## config.mk

```make
export PLATFORM = sky130hd
export DESIGN_NAME = hazard_unit
export DESIGN_NICKNAME = d
export VERILOG_FILES = /design/src/rtl/hazard_unit.sv
export SDC_FILE = /design/constraint.sdc
export NUM_CORES = 1
export LEC_CHECK = 0
export ABC_AREA = 1
export CAP_MARGIN = 5
export CORE_MARGIN = 3
export CORE_UTILIZATION = 30
export CTS_BUF_LIST = sky130_fd_sc_hd__clkbuf_2
export CTS_CLUSTER_DIAMETER = 50
export DETAILED_ROUTE_END_ITERATION = 10
export PLACE_DENSITY = 0.67
export SLEW_MARGIN = 10
export SYNTH_ARGS = -nofsm -noshare
export SYNTH_HDL_FRONTEND = slang
export SYNTH_SLANG_ARGS = --single-unit
```

## constraint.sdc

```tcl
create_clock -name clk -period 2.5 [get_ports clk]
set_input_delay 0.75 -clock clk [delete_from_list [all_inputs] [get_ports clk]]
set_output_delay 0.75 -clock clk [all_outputs]
set_load 0.1 [all_outputs]
```

## src/rtl/hazard_unit.sv

```systemverilog
// hazard_unit: pipeline hazard detection and forwarding for a 5-stage core.
// Forwarding, load-use and branch-compare stalls are purely combinational.
// A small FSM holds the whole pipeline while data memory is busy. It forces a
// one-cycle release and sets a sticky mem_err flag when the wait exceeds
// MEM_TIMEOUT cycles.
// Optional feature macro: HAZARD_PERF_CNT_EN enables the saturating
// stall/flush performance counters. When it is undefined both counters read 0.

module hazard_unit #(
    parameter int unsigned MEM_TIMEOUT = 255
) (
    input  logic        clk,
    input  logic        rst,
    input  logic [4:0]  rsD,
    input  logic [4:0]  rtD,
    input  logic [4:0]  rsE,
    input  logic [4:0]  rtE,
    input  logic [4:0]  writeregE,
    input  logic [4:0]  writeregM,
    input  logic [4:0]  writeregW,
    input  logic        branchD,
    input  logic        memtoregE,
    input  logic        regwriteE,
    input  logic        memtoregM,
    input  logic        regwriteM,
    input  logic        regwriteW,
    input  logic        memreqM,
    input  logic        memreadyM,
    output logic        stallF,
    output logic        stallD,
    output logic        stallE,
    output logic        stallM,
    output logic        flushE,
    output logic        flushW,
    output logic        forwardAD,
    output logic        forwardBD,
    output logic [1:0]  forwardAE,
    output logic [1:0]  forwardBE,
    output logic        mem_err,
    output logic [31:0] stall_cycles,
    output logic [31:0] flush_cycles
);

    localparam logic [7:0] TIMEOUT_CNT = 8'(MEM_TIMEOUT);

    typedef enum logic [1:0] {
        ST_RUN      = 2'd0,
        ST_MEM_WAIT = 2'd1,
        ST_RELEASE  = 2'd2
    } state_t;

    state_t     r_state;
    state_t     w_state_nxt;
    logic [7:0] r_wcnt;
    logic [7:0] w_wcnt_nxt;
    logic       r_mem_err;
    logic       w_mem_err_nxt;
    logic       w_memstall;
    logic       w_lwstall;
    logic       w_branchstall;

    // Operand forwarding: the newest producer (M) wins over the older one (W).
    // Register 0 is hard-wired, so it is never forwarded.
    always_comb begin
        // NOTE: every output of a combinational block gets a default first;
        // a path that leaves one unassigned would infer a latch.
        forwardAE = 2'b00;
        forwardBE = 2'b00;
        if (rsE != 5'd0 && regwriteM && rsE == writeregM)      forwardAE = 2'b10;
        else if (rsE != 5'd0 && regwriteW && rsE == writeregW) forwardAE = 2'b01;
        if (rtE != 5'd0 && regwriteM && rtE == writeregM)      forwardBE = 2'b10;
        else if (rtE != 5'd0 && regwriteW && rtE == writeregW) forwardBE = 2'b01;
        forwardAD = (rsD != 5'd0) && regwriteM && (rsD == writeregM);
        forwardBD = (rtD != 5'd0) && regwriteM && (rtD == writeregM);
    end

    assign w_lwstall     = memtoregE & ((rtE == rsD) | (rtE == rtD));
    assign w_branchstall = branchD &
                           ((regwriteE & ((writeregE == rsD) | (writeregE == rtD))) |
                            (memtoregM & ((writeregM == rsD) | (writeregM == rtD))));

    // Memory-wait FSM next state and stall request. The timeout cycle itself
    // does not stall, so the pipeline gets a forced release.
    always_comb begin
        w_state_nxt   = r_state;
        w_wcnt_nxt    = r_wcnt;
        w_mem_err_nxt = r_mem_err;
        w_memstall    = 1'b0;
        case (r_state)
            ST_RUN: begin
                if (memreqM && !memreadyM) begin
                    w_memstall  = 1'b1;
                    w_state_nxt = ST_MEM_WAIT;
                    w_wcnt_nxt  = 8'd1;
                end
            end
            ST_MEM_WAIT: begin
                if (memreadyM) begin
                    w_state_nxt = ST_RUN;
                end else if (r_wcnt == TIMEOUT_CNT) begin
                    w_state_nxt   = ST_RELEASE;
                    w_mem_err_nxt = 1'b1;
                end else begin
                    w_memstall = 1'b1;
                    w_wcnt_nxt = r_wcnt + 8'd1;
                end
            end
            ST_RELEASE: begin
                w_state_nxt = ST_RUN;
                w_wcnt_nxt  = 8'd0;
            end
            default: w_state_nxt = ST_RUN;
        endcase
    end

    // FSM state, wait counter and sticky error flag.
    always_ff @(posedge clk or negedge rst) begin
        if (!rst) begin
            r_state   <= ST_RUN;
            r_wcnt    <= 8'd0;
            r_mem_err <= 1'b0;
        end else begin
            // NOTE: registers take non-blocking assignments, so every flop
            // samples values from before the clock edge.
            r_state   <= w_state_nxt;
            r_wcnt    <= w_wcnt_nxt;
            r_mem_err <= w_mem_err_nxt;
        end
    end

    assign mem_err = r_mem_err;

    // Stall/flush priority: a memory stall freezes everything and bubbles W.
    // Otherwise a load-use or branch hazard holds F/D and bubbles E.
    always_comb begin
        stallF = 1'b0;
        stallD = 1'b0;
        stallE = 1'b0;
        stallM = 1'b0;
        flushE = 1'b0;
        flushW = 1'b0;
        if (w_memstall) begin
            stallF = 1'b1;
            stallD = 1'b1;
            stallE = 1'b1;
            stallM = 1'b1;
            flushW = 1'b1;
        end else if (w_lwstall || w_branchstall) begin
            stallF = 1'b1;
            stallD = 1'b1;
            flushE = 1'b1;
        end
    end

`ifdef HAZARD_PERF_CNT_EN
    logic [31:0] r_stall_cycles;
    logic [31:0] r_flush_cycles;

    // Saturating performance counters for stalled and flushed cycles.
    always_ff @(posedge clk or negedge rst) begin
        if (!rst) begin
            r_stall_cycles <= 32'd0;
            r_flush_cycles <= 32'd0;
        end else begin
            if (stallF && r_stall_cycles != 32'hFFFF_FFFF)
                r_stall_cycles <= r_stall_cycles + 32'd1;
            if ((flushE || flushW) && r_flush_cycles != 32'hFFFF_FFFF)
                r_flush_cycles <= r_flush_cycles + 32'd1;
        end
    end

    assign stall_cycles = r_stall_cycles;
    assign flush_cycles = r_flush_cycles;
`else
    assign stall_cycles = 32'd0;
    assign flush_cycles = 32'd0;
`endif

endmodule

```

# Word level (Yosys, flattened, before mapping)

Cells that the tools add are included.
Widths: inputs -> output; s select.

Reductions and logical operators: 24
Equality and inequality tests: 19
Bitwise logic cells: 9
Add/sub/neg operators: 1
Mux-type cells: 20

Operator list:

| kind                | number |
|---|---|
| $eq 5x5->1          | 12 |
| $mux 8              | 3 |
| $pmux 8 s3          | 1 |
| $reduce_bool 5->1   | 4 |
| $logic_and 1x1->1   | 13 |
| $mux 2              | 5 |
| $mux 1              | 9 |
| $add 8x1->8 const B | 1 |
| $eq 8x8->1 const B  | 1 |
| $ne 2x2->1 const B  | 3 |
| $and 1x1->1         | 4 |
| $or 1x1->1          | 4 |
| $pmux 2 s2          | 1 |
| $reduce_and 4->1    | 1 |
| $ne 3x3->1 const B  | 1 |
| $reduce_and 3->1    | 1 |
| $reduce_bool 3->1   | 1 |
| $eq 2x1->1 const B  | 1 |
| $eq 2x2->1 const B  | 1 |
| $logic_not 2->1     | 1 |
| $pmux 1 s2          | 1 |
| $reduce_and 2->1    | 1 |
| $logic_not 1->1     | 1 |
| $logic_or 1x1->1    | 1 |
| $not 1->1           | 1 |

Output and inout port bits: 77
Register bits: 11
Logic and storage cells: 76

# Longest topological paths before layout

Depth in word-level cells: 8
Mapped depth: 12
Gate-level depth less buffers: 10

# Worst setup path before layout

OpenSTA, ideal clock, no wires.

Kind: input to output
Start point: input port writeregM[4]
End point: output port forwardBE[0]
Path buffers: 1
Stages on the path: 5
Slack: -2,267 ps
Data arrival time: 4,017 ps
Cells stage by stage: buf_6 xor2_1 o21bai_1 nor4_2 nor2_1

Longest elaborated chain between the ends: 3

Ends and longest elaborated chain:

| element           | RTL line | source |
|---|---|---|
| from (decl)       | 19       | `input logic [4:0] writeregM,` |
| $eq 5x5->1        | 71       | `if (rtE != 5'd0 && regwriteM && rtE == writeregM) forwardBE = 2'b10;` |
| $logic_and 1x1->1 | 71       |  |
| $mux 2            | 71       |  |
| to (decl)         | 38       | `output logic [1:0] forwardBE,` |

No other way between the ends.

# Worst setup path in the final report

Start point: input port rsD[2]
End point: output port flushE

Longest elaborated chain between the ends: 8
Elaborated cells between the ends (all ways): 14
Classes of those cells: 3 x eq/ne; 2 x mux; 8 x bitwise; 1 x reduce/logical

Ends and longest elaborated chain:

| element                               | RTL line | source |
|---|---|---|
| from (decl)                           | 14       | `input logic [4:0] rsD,` |
| $eq 5x5->1, on equally long branches  | 79, 80   |  |
| $or 1x1->1, on equally long branches  | 79, 80   |  |
| $and 1x1->1, on equally long branches | 79, 80   |  |
| $or 1x1->1                            | 79       | `((regwriteE & ((writeregE == rsD) \| (writeregE == rtD))) \|` |
| $and 1x1->1                           | 78       | `assign w_branchstall = branchD &` |
| $logic_or 1x1->1 (*)                  | 148      | `end else if (w_lwstall \|\| w_branchstall) begin` |
| $mux 1 (*)                            | 148      |  |
| $mux 1 (*)                            | 142      | `if (w_memstall) begin` |
| to (decl)                             | 33       | `output logic flushE,` |

Every way passes the cells marked *; elsewhere a longest branch is shown, timed or not.

==> impl_metrics.env <==
export IMPL_timing_final_ws_setup_ps=-206
export IMPL_place_hpwl_mm=4.84
export IMPL_power_per_cell_area_nw_per_um2=641
export IMPL_critPathMaxStageDelay_ps=190
export IMPL_fin_area_um2=3310
export IMPL_drv_slew=0
export IMPL_path_cells="buf_2, buf_6, xor2_1, a21oi_1, nand3_1, nand2_2, nand2_4, a21oi_4, buf_12"
export IMPL_required_ps=1750
export IMPL_finalPower_uw=2120
export IMPL_cts_root_buf="clkbuf_2"
export IMPL_layout_common_cells="nand2_1 (66), conb_1 (64), buf_4 (39)"
export IMPL_dpl_cell_area_um2=2950
export IMPL_insertion_delay_ps=280
export IMPL_yosys_register_bits=11
export IMPL_htree_levels=1
export IMPL_worstPathMaxFanout=3
export IMPL_cap_violations=0
export IMPL_max_vdd_ir_drop_mv=0.511
export IMPL_boundaryPins=122
export IMPL_finalCritPeriodShare_pct=108
export IMPL_fmax_mhz=370
export IMPL_synth_yosys_seq_area_share_pct=13.4
export IMPL_firstDrtPassIters=5
export IMPL_setup_viol=12
export IMPL_globalplace_congestion=0.882
export IMPL_critPathKind="input port to output pin"
export IMPL_grt_pass1_wl_mm=9.58
export IMPL_die_w_um=88.6
export IMPL_drive_gt1_share_pct=44.6
export IMPL_ant_nets=0
export IMPL_yosysWarningCount=0
export IMPL_numCtsBuffers=3
export IMPL_relSlewSlack_pct=66.7
export IMPL_dp_slack_ps=-640
export IMPL_ys_flop_type="dfrtp_1"
export IMPL_antenna_found_initial=0
export IMPL_violations="negative setup slack"
export IMPL_grt_max_degree=12
export IMPL_hp_class="register to register"
export IMPL_num_rows=29
export IMPL_vias=2236
export IMPL_power_leakage_uw=0.00168
export IMPL_cp_start_kind="input port"
export IMPL_synth_edff_count=0
export IMPL_start_util_pct=31.5
export IMPL_rsz0062_at_grt="yes"
export IMPL_post_route_min_period_ps=2710
export IMPL_postCtsHoldBufs=0
export IMPL_first_global_vias=2087
export IMPL_die_area_um2=7850
export IMPL_core_um2=6490
export IMPL_finalClockSkew_ps=11.4
export IMPL_area_growth_syn_to_layout_pct=61.6
export IMPL_die_height_um=88.6
export IMPL_overflow=0
export IMPL_syn_avg_cell_area_um2=6.32
export IMPL_numClockSinks=11
export IMPL_n_antenna_cell=0
export IMPL_crit_slowest_cell="buf_12"
export IMPL_grt_util_all_layers_pct=15.1
export IMPL_cts_tree="yes"
export IMPL_status="complete, but fails checks"
export IMPL_cp_data_arrival_time_ps=1960
export IMPL_fin_nets=478
export IMPL_final_common_cell="nand2_1"
export IMPL_cp_end_kind="output pin"
export IMPL_totalWireLength_mm=6.28
export IMPL_tightest_slew_ps=498
export IMPL_netlist_cell_type_count=38
export IMPL_cts_buffer_depth=2
export IMPL_async_flop_share_pct=100
export IMPL_synthCells=324
export IMPL_wl_per_cell_um=12.4
export IMPL_drc=0
export IMPL_vias_per_cell=4.43
export IMPL_hold_viol=0
export IMPL_drt_iter0_drc=77
export IMPL_netlist_area_um2=2050
export IMPL_portBuffers=57
export IMPL_clkTransAtPathRegs_ps=100
==> kinds of logic after synthesis <==
logic type,after synthesis,synth area share [%]
AND/OR/NAND/NOR,143,31.2
XOR/XNOR,19,8.12
adder cells (fa/ha/maj),4,2.44
buffers and inverters,113,33.9
AO/OA/AOI/OAI,33,10.8
other,1,0.183
flip-flops,11,13.4
==> power breakdown <==
part / leakage (uW) / internal, uW / switching [uW] / total [uW]
Sequential: 0.000146 / 214 / 39.1 / 254
Clock: 0.0000166 / 42.5 / 64.1 / 107
Combinational: 0.00152 / 532 / 1230 / 1760
==> synthesized netlist by cell type, types with 3 or more instances <==
library cell,n,area [um^2]
xnor2_1,9,78.8
nor3_1,8,40.0
inv_2,6,22.5
ha_1,4,50.1
nand4_1,3,18.8
nand3_1,15,75.1
o2111ai_1,3,26.3
o21ai_0,7,35.0
nor2_1,25,93.8
nor2_2,4,25.0
inv_1,36,135
dfrtp_1,11,275
xor2_1,10,87.6
nand2_1,78,293
buf_4,67,503
a21oi_1,8,40.0
==> critical path, delay by kind of cell <==
| kind | cells | cell delay [ps] |
|---|---|---|
| XOR/XNOR | 1 | 150 |
| buffers and inverters | 3 | 440 |
| AO/OA/AOI/OAI | 2 | 330 |
| AND/OR/NAND/NOR | 3 | 290 |
==> repair_timing <==
item	4_1_cts	5_1_grt
setup buffers	8	4
setup endpoints to repair	12	12
pin swaps	41	21
gates resized for setup	225	30
==> metrics by stage <==
stage               hold slack [ps]  utilization, %  instances  setup TNS, ps
floorplan                       454               -        387          -4030
global placement                504            45.4        489          -6510
detailed placement              504            45.4        489          -6720
CTS                             542            49.8        501           -997
global route                    579            51.0        505          -1870
finish                          544            51.0        505          -1040
==> path summary, 6_finish.rpt <==
kind                                 from   endpoint  slack [ps]  cells after the start
worst max-delay path               rsD[2]     flushE        -210                      9
worst min-delay path              mem_err    mem_err         540                      1
worst max register to register  r_wcnt[1]  r_wcnt[5]         870                     10
worst min register to register    mem_err    mem_err         540                      1
max in group asynchronous             rst  r_wcnt[4]        1360                      1
min in group asynchronous             rst  r_wcnt[2]         790                      1
==> sequential cells by signal, summed over array words and instances, names as in the netlist <==
register,count
r_wcnt,8
mem_err,1
r_state,2
==> layer usage <==
layer  track usage (%)  vias to the layer above  share of wire, %
li1                  -                     1100                 -
met1              18.1                     1015                39
met2              29.5                      108                53
met3              1.02                       13               5.9
met4              2.34                        0               2.3
met5                 0                        -                 0
==> final cells by class <==
class	instances	area [um^2]
Fill cell	586	3180
Timing Repair Buffer	107	1060
Clock buffer	4	20.0
Multi-Input combinational cell	263	1680
Tap cell	77	96.3
Sequential cell	11	275
Inverter	43	186
Power figures use the tool's default switching activity.
